--- config.mk ---
export PLATFORM = sky130hd
export DESIGN_NAME = stack_controller_flat
export DESIGN_NICKNAME = d
export VERILOG_FILES = /design/src/rtl/stack_controller_if.sv /design/src/rtl/stack_controller.sv /design/src/flat_wrapper.sv
export SDC_FILE = /design/constraint.sdc
export NUM_CORES = 1
export LEC_CHECK = 0
export ABC_AREA = 1
export CAP_MARGIN = 20
export CORE_AREA = 2 2 40 42
export CTS_CLUSTER_DIAMETER = 100
export DETAILED_ROUTE_END_ITERATION = 16
export DIE_AREA = 0 0 42 44
export PLACE_DENSITY = 0.7
export SYNTH_ARGS = -nofsm -noshare
export SYNTH_HDL_FRONTEND = slang
export SYNTH_SLANG_ARGS = --single-unit
--- constraint.sdc ---
create_clock -name clk -period 1.4 [get_ports clk]
set_input_delay 0.28 -clock clk [delete_from_list [all_inputs] [get_ports clk]]
set_output_delay 0.28 -clock clk [all_outputs]
set_load 0.005 [all_outputs]
--- src/rtl/stack_controller_if.sv ---
// Control bundle between the stack-machine controller and its datapath.
// master = controller side, slave = datapath side.
interface stack_controller_if #(parameter int INST_W = 9);
  logic [INST_W-1:0] inst;
  logic              Zero;
  logic              ld_PC, ld_IR, ld_A;
  logic              MemRead, MemWrite;
  logic              push, pop, top;
  logic              PCsrc, s1, s2, s4;
  logic [1:0]        s3;
  logic [2:0]        ALU_operation;
  logic              instr_done;

  modport master (
    input  inst, Zero,
    output ld_PC, ld_IR, ld_A, MemRead, MemWrite, push, pop, top,
           PCsrc, s1, s2, s3, s4, ALU_operation, instr_done
  );

  modport slave (
    output inst, Zero,
    input  ld_PC, ld_IR, ld_A, MemRead, MemWrite, push, pop, top,
           PCsrc, s1, s2, s3, s4, ALU_operation, instr_done
  );
endinterface

--- src/rtl/stack_controller.sv ---
// Multicycle control FSM for the 8-bit stack-machine datapath.
// One instruction at a time; every instruction starts in FETCH and returns there.
module stack_controller #(
  parameter int INST_W = 9
) (
  input  logic                clk,
  input  logic                rst,
  stack_controller_if.master  bus
);

  typedef enum logic [3:0] {
    FETCH    = 4'd0,
    DECODE   = 4'd1,
    PUSH_MEM = 4'd2,
    PUSH_WR  = 4'd3,
    POP_RD   = 4'd4,
    POP_WR   = 4'd5,
    OP_A     = 4'd6,
    OP_B     = 4'd7,
    OP_EX    = 4'd8,
    OP_WB    = 4'd9,
    JZ_TOP   = 4'd10,
    JZ_EX    = 4'd11
  } state_t;

  localparam logic [2:0] OPC_NOT  = 3'b011;
  localparam logic [2:0] OPC_PUSH = 3'b100;
  localparam logic [2:0] OPC_POP  = 3'b101;
  localparam logic [2:0] OPC_JMP  = 3'b110;
  localparam logic [2:0] OPC_JZ   = 3'b111;

  localparam logic [2:0] ALU_ADD  = 3'b000;
  localparam logic [2:0] ALU_PASS = 3'b100;

  typedef struct packed {
    logic       ld_pc, ld_ir, ld_a;
    logic       mem_rd, mem_wr;
    logic       push, pop, top;
    logic       pc_src, s1, s2;
    logic [1:0] s3;
    logic       s4;
    logic [2:0] alu_op;
    logic       done;
  } ctrl_t;

  state_t     state, state_nxt;
  ctrl_t      ctrl;
  logic [2:0] opcode;

  // inst[8] and the operand field only matter to the datapath
  logic unused_inst;
  assign unused_inst = ^bus.inst;
  assign opcode      = bus.inst[7:5];

  always_ff @(posedge clk) begin
    if (rst) state <= FETCH;
    else     state <= state_nxt;
  end

  always_comb begin
    state_nxt = FETCH;
    case (state)
      FETCH:    state_nxt = DECODE;
      DECODE: begin
        case (opcode)
          OPC_JMP:  state_nxt = FETCH;
          OPC_PUSH: state_nxt = PUSH_MEM;
          OPC_POP:  state_nxt = POP_RD;
          OPC_JZ:   state_nxt = JZ_TOP;
          default:  state_nxt = OP_A;
        endcase
      end
      PUSH_MEM: state_nxt = PUSH_WR;
      POP_RD:   state_nxt = POP_WR;
      OP_A:     state_nxt = (opcode == OPC_NOT) ? OP_EX : OP_B;
      OP_B:     state_nxt = OP_EX;
      OP_EX:    state_nxt = OP_WB;
      JZ_TOP:   state_nxt = JZ_EX;
      default:  state_nxt = FETCH;
    endcase
  end

  // Outputs are forced quiet during reset so nothing in the datapath moves.
  always_comb begin
    ctrl = '0;
    if (!rst) begin
      case (state)
        FETCH: begin
          ctrl.mem_rd = 1'b1;
          ctrl.ld_ir  = 1'b1;
          ctrl.s3     = 2'b01;
          ctrl.s2     = 1'b1;
          ctrl.alu_op = ALU_ADD;
          ctrl.ld_pc  = 1'b1;
        end
        DECODE: begin
          if (opcode == OPC_JMP) begin
            ctrl.pc_src = 1'b1;
            ctrl.ld_pc  = 1'b1;
            ctrl.done   = 1'b1;
          end
        end
        PUSH_MEM: begin
          ctrl.s1     = 1'b1;
          ctrl.mem_rd = 1'b1;
        end
        PUSH_WR: begin
          ctrl.push = 1'b1;
          ctrl.done = 1'b1;
        end
        POP_RD: begin
          ctrl.pop  = 1'b1;
          ctrl.ld_a = 1'b1;
        end
        POP_WR: begin
          ctrl.s1     = 1'b1;
          ctrl.mem_wr = 1'b1;
          ctrl.done   = 1'b1;
        end
        OP_A: begin
          ctrl.pop  = 1'b1;
          ctrl.ld_a = 1'b1;
        end
        OP_B:  ctrl.pop = 1'b1;
        // only ADD/SUB/AND/NOT reach here, and their opcodes equal the ALU codes
        OP_EX: ctrl.alu_op = opcode;
        OP_WB: begin
          ctrl.s4   = 1'b1;
          ctrl.push = 1'b1;
          ctrl.done = 1'b1;
        end
        JZ_TOP: begin
          ctrl.top  = 1'b1;
          ctrl.ld_a = 1'b1;
        end
        JZ_EX: begin
          ctrl.alu_op = ALU_PASS;
          ctrl.done   = 1'b1;
          if (bus.Zero) begin
            ctrl.pc_src = 1'b1;
            ctrl.ld_pc  = 1'b1;
          end
        end
        default: ctrl = '0;
      endcase
    end
  end

  assign bus.ld_PC         = ctrl.ld_pc;
  assign bus.ld_IR         = ctrl.ld_ir;
  assign bus.ld_A          = ctrl.ld_a;
  assign bus.MemRead       = ctrl.mem_rd;
  assign bus.MemWrite      = ctrl.mem_wr;
  assign bus.push          = ctrl.push;
  assign bus.pop           = ctrl.pop;
  assign bus.top           = ctrl.top;
  assign bus.PCsrc         = ctrl.pc_src;
  assign bus.s1            = ctrl.s1;
  assign bus.s2            = ctrl.s2;
  assign bus.s3            = ctrl.s3;
  assign bus.s4            = ctrl.s4;
  assign bus.ALU_operation = ctrl.alu_op;
  assign bus.instr_done    = ctrl.done;

endmodule

--- src/flat_wrapper.sv ---
// flat-port wrapper written by rule: the top's interface ports become plain ports
module stack_controller_flat 
#(
  parameter int INST_W = 9
)
  (clk, rst, bus_inst, bus_Zero, bus_ld_PC, bus_ld_IR, bus_ld_A, bus_MemRead, bus_MemWrite, bus_push, bus_pop, bus_top, bus_PCsrc, bus_s1, bus_s2, bus_s3, bus_s4, bus_ALU_operation, bus_instr_done);
  stack_controller_if #(.INST_W(INST_W)) bus_i ();
  input  logic clk;
  input  logic rst;
  input wire logic [$bits(bus_i.inst)-1:0] bus_inst;
  input wire logic [$bits(bus_i.Zero)-1:0] bus_Zero;
  output wire logic [$bits(bus_i.ld_PC)-1:0] bus_ld_PC;
  output wire logic [$bits(bus_i.ld_IR)-1:0] bus_ld_IR;
  output wire logic [$bits(bus_i.ld_A)-1:0] bus_ld_A;
  output wire logic [$bits(bus_i.MemRead)-1:0] bus_MemRead;
  output wire logic [$bits(bus_i.MemWrite)-1:0] bus_MemWrite;
  output wire logic [$bits(bus_i.push)-1:0] bus_push;
  output wire logic [$bits(bus_i.pop)-1:0] bus_pop;
  output wire logic [$bits(bus_i.top)-1:0] bus_top;
  output wire logic [$bits(bus_i.PCsrc)-1:0] bus_PCsrc;
  output wire logic [$bits(bus_i.s1)-1:0] bus_s1;
  output wire logic [$bits(bus_i.s2)-1:0] bus_s2;
  output wire logic [$bits(bus_i.s3)-1:0] bus_s3;
  output wire logic [$bits(bus_i.s4)-1:0] bus_s4;
  output wire logic [$bits(bus_i.ALU_operation)-1:0] bus_ALU_operation;
  output wire logic [$bits(bus_i.instr_done)-1:0] bus_instr_done;
  assign bus_i.inst = bus_inst;
  assign bus_i.Zero = bus_Zero;
  assign bus_ld_PC = bus_i.ld_PC;
  assign bus_ld_IR = bus_i.ld_IR;
  assign bus_ld_A = bus_i.ld_A;
  assign bus_MemRead = bus_i.MemRead;
  assign bus_MemWrite = bus_i.MemWrite;
  assign bus_push = bus_i.push;
  assign bus_pop = bus_i.pop;
  assign bus_top = bus_i.top;
  assign bus_PCsrc = bus_i.PCsrc;
  assign bus_s1 = bus_i.s1;
  assign bus_s2 = bus_i.s2;
  assign bus_s3 = bus_i.s3;
  assign bus_s4 = bus_i.s4;
  assign bus_ALU_operation = bus_i.ALU_operation;
  assign bus_instr_done = bus_i.instr_done;
  stack_controller #(.INST_W(INST_W)) u_core (.clk(clk), .rst(rst), .bus(bus_i));
endmodule
==> Word level (Yosys, flattened, before mapping) <==
Cells that the tools add are included.
{ "word_totals": {"out_inout_bits": 18, "in_bits": 12, "regBits": 4, "elab_cells": 44} }
{ "op_classes": {"n_eq_ne": 16, "n_reduce_logical": 7, "n_mux": 20} }
{ "op_table": {"columns": ["cell", "count"], "rows": [
  ["$pmux W4 S8", 1],
  ["$mux W18", 1],
  ["$eq A4 B3 Y1 const B", 4],
  ["$eq A4 B4 Y1 const B", 4],
  ["$pmux W4 S4", 1],
  ["$eq A3 B3 Y1 const B", 4],
  ["$mux W1", 11],
  ["$eq A4 B2 Y1 const B", 2],
  ["$pmux W3 S2", 1],
  ["$reduce_or A2 Y1", 3],
  ["$reduce_or A3 Y1", 2],
  ["$eq A4 B1 Y1 const B", 1],
  ["$logic_not A4 Y1", 1],
  ["$mux W4", 1],
  ["$pmux W1 S2", 2],
  ["$reduce_or A4 Y1", 1],
  ["$eq A3 B2 Y1 const B", 1],
  ["$mux W3", 1],
  ["$pmux W1 S3", 1]
]} }

==> Longest topological paths before layout <==
Gate-level depths: netlist (run 1).
{ "logic_depth": {"word_depth": 4, "depth_mapped": 7, "depth_no_buf": 7} }

==> Worst setup path before layout (run 1) <==
OpenSTA, ideal clock, no wires.
{ "synth_timing": {"path_kind": "reg-to-output", "from": "register u_core.state[0]", "to": "output bus_s2", "path_stages_with_launch": 7, "arrival_time_ns": 0.945, "t_required_ns": 1.120, "path_slack_ns": 0.175, "path_cell_list": "dfxtp_1 inv_2 nand2_1 nor2_1 nand2_1 inv_1 buf_4"} }
{ "synth_via": {"elab_chain_cells": 3} }
{ "synth_lines": {"columns": ["item", "line_no", "source"], "rows": [
  ["start, declared", "stack_controller.sv:46", "state_t state, state_nxt;"],
  ["start signal, assigned", "stack_controller.sv:57", "else state <= state_nxt;"],
  ["$logic_not A4 Y1", "stack_controller.sv:87", "case (state)"],
  ["$mux W3", "stack_controller.sv:87", null],
  ["$mux W18", "stack_controller.sv:86", "if (!rst) begin"],
  ["end, declared", "flat_wrapper.sv:22", "output wire logic [$bits(bus_i.s2)-1:0] bus_s2;"]
]} }
Every way passes these cells.

==> Final worst setup path (run 1) <==
{ "layout_timing": {"from": "register u_core.state[0]", "to": "output bus_instr_done"} }
{ "layout_via": {"elab_chain_cells": 4, "elab_cells_between_ends": 8, "classes_between": "eq/ne: 5; mux: 2; reduce/logical: 1"} }
{ "layout_lines": {"columns": ["item", "line_no", "source"], "rows": [
  ["$eq A4 B3 Y1, or another cell as far along", "stack_controller.sv:87", null],
  ["$reduce_or A4 Y1 (no source line)", null, null],
  ["$pmux W1 S2 (*)", "stack_controller.sv:87", null],
  ["$mux W18 (*)", "stack_controller.sv:86", null],
  ["end, declared", "flat_wrapper.sv:26", "output wire logic [$bits(bus_i.instr_done)-1:0] bus_instr_done;"]
]} }
Every way passes the cells marked *; elsewhere a longest branch is shown, timed or not.

==> results.toml, run 1 <==
[grt]
grt_max_degree = 7
grt_pass1_vias = 692
grt.total_usage_pct = 21.3
antenna_found_initial = 0
grt_pass1_wl_um = 2940
grt.overflow.total = 0

[clock_tree]
clk_pin_slew_ps = 40
postCtsHoldBufs = 0
cts_max_level = 1
clk_latency_ps = 230
clockBufferDepth = 2
cts_sinks = 4
cts-root-buf = "clkbuf_4"
cts_tree = "done"
numCtsBuffers = 3

[layout]
syn2layout_area_growth_pct = 122
antennaDiodeCount = 0
instances_no_fill = 163
largest_register_ffs = 4
final_nets = 161
drive_gt1_share_pct = 56.5
regMostFlops = "u_core.state"
largest_registers = "u_core.state x4"

[run_status]
status = "finished with violations"
failed_checks = "setup timing"

[timing]
rsz0062_at_grt = "yes"
layout_min_cycle_time_ps = 1570
hold_viol_final = 0
hold_ws_ps = 606
layout_setup_ws_ps = -172
setup_viol = 17
fmaxAchievable_ghz = 0.636
tns_ps = -1390
clock_skew_ps = 0.655
fin_crit_sh_pct = 112
drv_slew = 0

[route]
antenna_left = 0
remaining_drc_errors = 0
vias = 803
drt_wl_total_um = 2080
first_pass_iters = 4
drtIter0Drc = 5
via_per_inst = 4.93
wl_per_cell_um = 12.7

[die]
die_area_um2 = 1850
placementRows = 14
start_util_pct = 32.8
coreArea_um2 = 1420
pin_count = 30
die_w_um = 42
fp.dieH_um = 44

[logic_synthesis]
synth_flop_cell = "dfxtp_1"
ys_seq_area_share_pct = 17.2
synth.most_common_cell = "nand2_1"
synthTopCellsByArea = "nand2_1 (23%), dfxtp_1 (17%), nor2_1 (16%)"
synth_edf_count = 0
synth_common_cells = "nand2_1 (29), nor2_1 (20), inv_1 (13)"
synth.top_cell.area_share_pct = 23.4
synth.cell_area_um2 = 465
avgSynthCellArea_um2 = 4.95
synth-async-reset-ratio_pct = 0
ys_types = 16
yosysWarnings = 0
syn_inst = 94
ys_seq_elements = 4
synth_nets = 106
yosysTopAreaCell = "nand2_1"

[pwr]
power_frac_clock_pct = 19.3
p_seq_share_pct = 21.4
pwr-share-comb_pct = 59.3
p_per_area_nw_per_um2 = 695
irDropWorstVdd_uv = 632
total_power_uw = 717
switching_power_uw = 271
swShare_pct = 37.8
p_leak_uw = 0.000579
internal_power_uw = 446

[setup_path]
crit-reg2reg-launch = "u_core.state[3]"
worst_setup_path_end_kind = "output pin"
r2r-end = "u_core.state[2]"
cp_common_cell = "nand2_2"
cpMaxStageDelayCell = "dfxtp_4"
crit_fanout = 6
cp_slowest_stage_delay_ps = 400
r2r_slack_ps = 100
critPathBufInv = 3
cp.required_ps = 1120
startpoint = "u_core.state[0]"
crit_chain = "nand2_2 > nor2_4 > nand2_2 > buf_6 > nand3_2 > nand2_1 > inv_1 > buf_2"
crit_type = "reg2out"
r2r_cells = 7
critPathLaunchType = "flop"
crit_family = "flip-flops"
crit_arrival_ps = 1290

[place]
dp_hpwl_um = 1240
io_buffers = 22
post-place-cells = 146
place.gp.congestion = 0.906

[hold_path]
hold_path_end = "u_core.state[0]"
hold_class = "in2reg"
hold_depth = 4
worstHoldStart = "rst"

[job]
maxCapViolations = 0
layer usage:
| layer | global-route usage (%) | vias to the layer above | wire [um] |
|---|---|---|---|
| met5 | 0 | - | 0 |
| li1 | - | 393 | - |
| met3 | 1.25 | 6 | 91 |
| met2 | 40.9 | 24 | 1140 |
| met4 | 14.2 | 0 | 64 |
| met1 | 22.3 | 380 | 780 |
logic make-up (layout without fill, tap and decap cells):
logic type      after synthesis  count (layout)  share of synthesized area, %
simple gates                 60              60                          53.0
buf+inv                      20              73                          18.5
other cells                   1               1                         0.806
compound gates                9               9                          10.5
flops                         4               4                          17.2
worst max path at each step:
stage                endpoint  slack (ps)  depth (start not counted)
6_report       bus_instr_done        -170                          8
5_1_grt        bus_instr_done        -240                          8
4_1_cts        bus_instr_done        -160                          9
3_5_place_dp        bus_ld_PC        -610                          8
3_3_place_gp        bus_ld_PC        -570                          8
2_1_floorplan          bus_s2         170                          6
stage by stage:
| step | utilization, % | worst slack, ps | area [um2] |
|---|---|---|---|
| CTS | 66.8 | -163 | 948 |
| detailed placement | 57.4 | -608 | 815 |
| global route | 72.8 | -239 | 1030 |
| finish | 72.8 | -172 | 1030 |
| floorplan | - | 175 | 465 |
| global placement | 57.4 | -570 | 815 |
layout make-up:
class                           count  area (um2)
Tap cell                           16        20.0
Fill cell                         105         387
Inverter                           16        72.6
Multi-Input combinational cell     70         414
Sequential cell                     4        92.6
Timing Repair Buffer               54         410
Clock buffer                        3        22.5
timing repair:
action                     4_1_cts  5_1_grt
setup endpoints to repair       17       17
pin swaps                       18        8
setup buffers                   11        4
resized for setup               97       17
power groups by stage:
| stage | combinational [uW] | clock [uW] | sequential (uW) |
|---|---|---|---|
| final | 425 | 138 | 154 |
| after global routing | 455 | 150 | 156 |
| after CTS | 354 | 148 | 150 |
| after detailed placement | 301 | 0 | 148 |
| after global placement | 296 | 0 | 148 |
| after floorplan | 132 | 0 | 145 |
cell usage in the layout, fill, tap and decap left out, types with 4 or more instances in the layout:
cell type,Yosys,routed
inv_1,13,10
nand2_2,1,5
nand3_1,7,4
nor2_4,1,4
nor2_1,20,16
dlygate4sd2_1,0,5
nand2_4,0,4
buf_4,3,27
buf_2,0,13
buf_6,0,5
nand2_1,29,21
worst register-to-register path: cells and delay by family, from the launching register on:
family / cells / cell delay [ps]
and+or+nand+nor: 2 / 150
buffers and inverters: 3 / 350
DFF: 1 / 370
AOI/OAI and AO/OA: 2 / 350
Power figures use the tool's default switching activity.
==> inputs of run 2 (changes only) <==
--- a/config.mk
+++ b/config.mk
@@ -11,6 +11,8 @@
 export CTS_CLUSTER_DIAMETER = 100
 export DETAILED_ROUTE_END_ITERATION = 16
 export DIE_AREA = 0 0 42 44
+export GPL_ROUTABILITY_DRIVEN = 0
+export MAX_ROUTING_LAYER = met4
 export PLACE_DENSITY = 0.7
 export SYNTH_ARGS = -nofsm -noshare
 export SYNTH_HDL_FRONTEND = slang
==> run 2 against run 1 <==
The flow still finishes with violations (setup timing). Final cell count is 8.6% higher. Highest routed layer unchanged. Clock power is essentially flat. Register-to-register slack worse by 110 ps. Largest power group unchanged. Global-route usage rose by 6.0 points. Power up 22%. Maximum frequency is 3.5% lower.
==> results.toml, run 2 (synthesis results as in run 1) <==
[run_status]
status = "finished with violations"
failed_checks = "setup timing"

[clock_tree]
cts-root-buf = "clkbuf_4"
cts_sinks = 4
clk_pin_slew_ps = 40
cts_tree = "done"
numCtsBuffers = 3
clk_latency_ps = 230
clockBufferDepth = 2
postCtsHoldBufs = 0
cts_max_level = 1

[place]
dp_hpwl_um = 1190
placed_cell_area_um2 = 815
io_buffers = 22

[timing]
tns_ps = -2000
drv_slew = 0
hold_viol_final = 0
clock_skew_ps = 0.155
fin_crit_sh_pct = 116
layout_min_cycle_time_ps = 1630
rsz0062_at_grt = "yes"
setup_viol = 19
fmaxAchievable_ghz = 0.614
layout_setup_ws_ps = -229

[hold_path]
hold_class = "in2reg"
worstHoldStart = "rst"
hold_path_end = "u_core.state[2]"
hold_depth = 3

[layout]
drive_gt1_share_pct = 68.9
syn2layout_area_growth_pct = 156
regMostFlops = "u_core.state"
antennaDiodeCount = 0
largest_register_ffs = 4
multi_input_area_um2 = 460
layout_commonest_cell = "buf_4"
final_nets = 175
most-common-layout-cells = "buf_4 (35), nand2_1 (16), buf_2 (16)"
fillers = 71
design_area_um2 = 1190
largest_registers = "u_core.state x4"
final-seq-area_um2 = 92.6

[route]
antenna_left = 0
via_per_inst = 5.16
first_pass_iters = 4
wl_per_cell_um = 17.1
drtIter0Drc = 39
vias = 913
remaining_drc_errors = 0
drt_wl_total_um = 3030

[setup_path]
crit_type = "reg2out"
cpMaxStageDelayCell = "dfxtp_4"
worst-path-stages = 9
crit-reg2reg-launch = "u_core.state[0]"
r2r_slack_ps = -10
critPathLaunchType = "flop"
cp_slowest_stage_delay_ps = 350
r2r_cells = 11
cp.required_ps = 1120
critPathBufInv = 4
crit_chain = "inv_4 > nand2_4 > nor2_4 > nand2_2 > buf_6 > nand3_2 > nand2_1 > inv_1 > buf_2"
crit_family = "buffers and inverters"
crit_fanout = 4
crit_arrival_ps = 1350
worst_setup_path_end_kind = "output pin"
r2r-end = "u_core.state[1]"

[pwr]
p_leak_uw = 0.000669
p_per_area_nw_per_um2 = 732
irDropWorstVdd_uv = 653

[grt]
antenna_found_initial = 0
grt_max_degree = 13
grt_pass1_vias = 825
grt_pass1_wl_um = 3650
grt.overflow.total = 0
grt.total_usage_pct = 27.3

[die]
start_util_pct = 32.8
fp.dieH_um = 44
die_w_um = 42
die_area_um2 = 1850
placementRows = 14
coreArea_um2 = 1420
pin_count = 30

[job]
maxCapViolations = 0
==> run 2: cell types whose count changed in the layout (fill, tap and decap cells not counted), sizes merged <==
cell,before,now
buf,45,63
clkdlybuf4s15,3,0
dlygate4sd2,5,4
==> run 2: per-stage QoR <==
step	instances	hold WS (ps)	total power, uW	worst slack [ps]	util [%]
6_report	177	611	874	-229	84.1
5_1_grt	177	626	911	-267	84.1
4_1_cts	171	590	746	-164	74.4
3_5_place_dp	146	666	449	-581	57.4
3_3_place_gp	146	652	443	-570	57.4
2_1_floorplan	94	469	278	175	-
==> run 2: layout make-up <==
cell class                 count  area share, %
clock buffer                   3           1.89
inverter                      16           6.29
multi-input combinational     70           38.6
sequential                     4           7.76
tap                           16           1.68
timing repair buffer          68           43.8
==> run 2: power by group <==
group | switching [uW] | internal (uW)
Combinational | 281 | 300
Clock | 43.8 | 95.7
Sequential | 24.4 | 130
Total | 349 | 525
==> run 2: how the worst max path moves through the flow <==
stage	to	from	slack, ps
2_1_floorplan	bus_s2	u_core.state[0]	170
3_3_place_gp	bus_ld_PC	bus_inst[6]	-570
3_5_place_dp	bus_ld_PC	bus_inst[7]	-580
4_1_cts	bus_instr_done	u_core.state[0]	-160
5_1_grt	bus_instr_done	u_core.state[1]	-270
6_report	bus_instr_done	u_core.state[1]	-230
==> run 2: worst reg2reg max path: stages (launching register included) <==
cell	delay, ps
dfxtp_4	390
inv_4	50
buf_4	130
nand2_4	80
inv_4	50
buf_4	130
buf_4	120
buf_4	120
nand2_1	40
nand2_1	50
nor2_1	90
nor2_1	50
==> run 2: routing by layer <==
metal  share of wire, %  GRT usage, %  vias up
li1                   -             -      421
met1                 37          28.2      411
met2                 50          47.2       58
met3                6.7          3.33       23
met4                6.3          21.3        0
met5                  0             -        -
==> run 2: timing repair <==
action                                  in CTS  in global routing
pin swaps                                   18                 13
buffers inserted                            22                  7
gates cloned                                 0                  0
resized for setup                          119                 27
endpoints found under the setup margin      17                 17
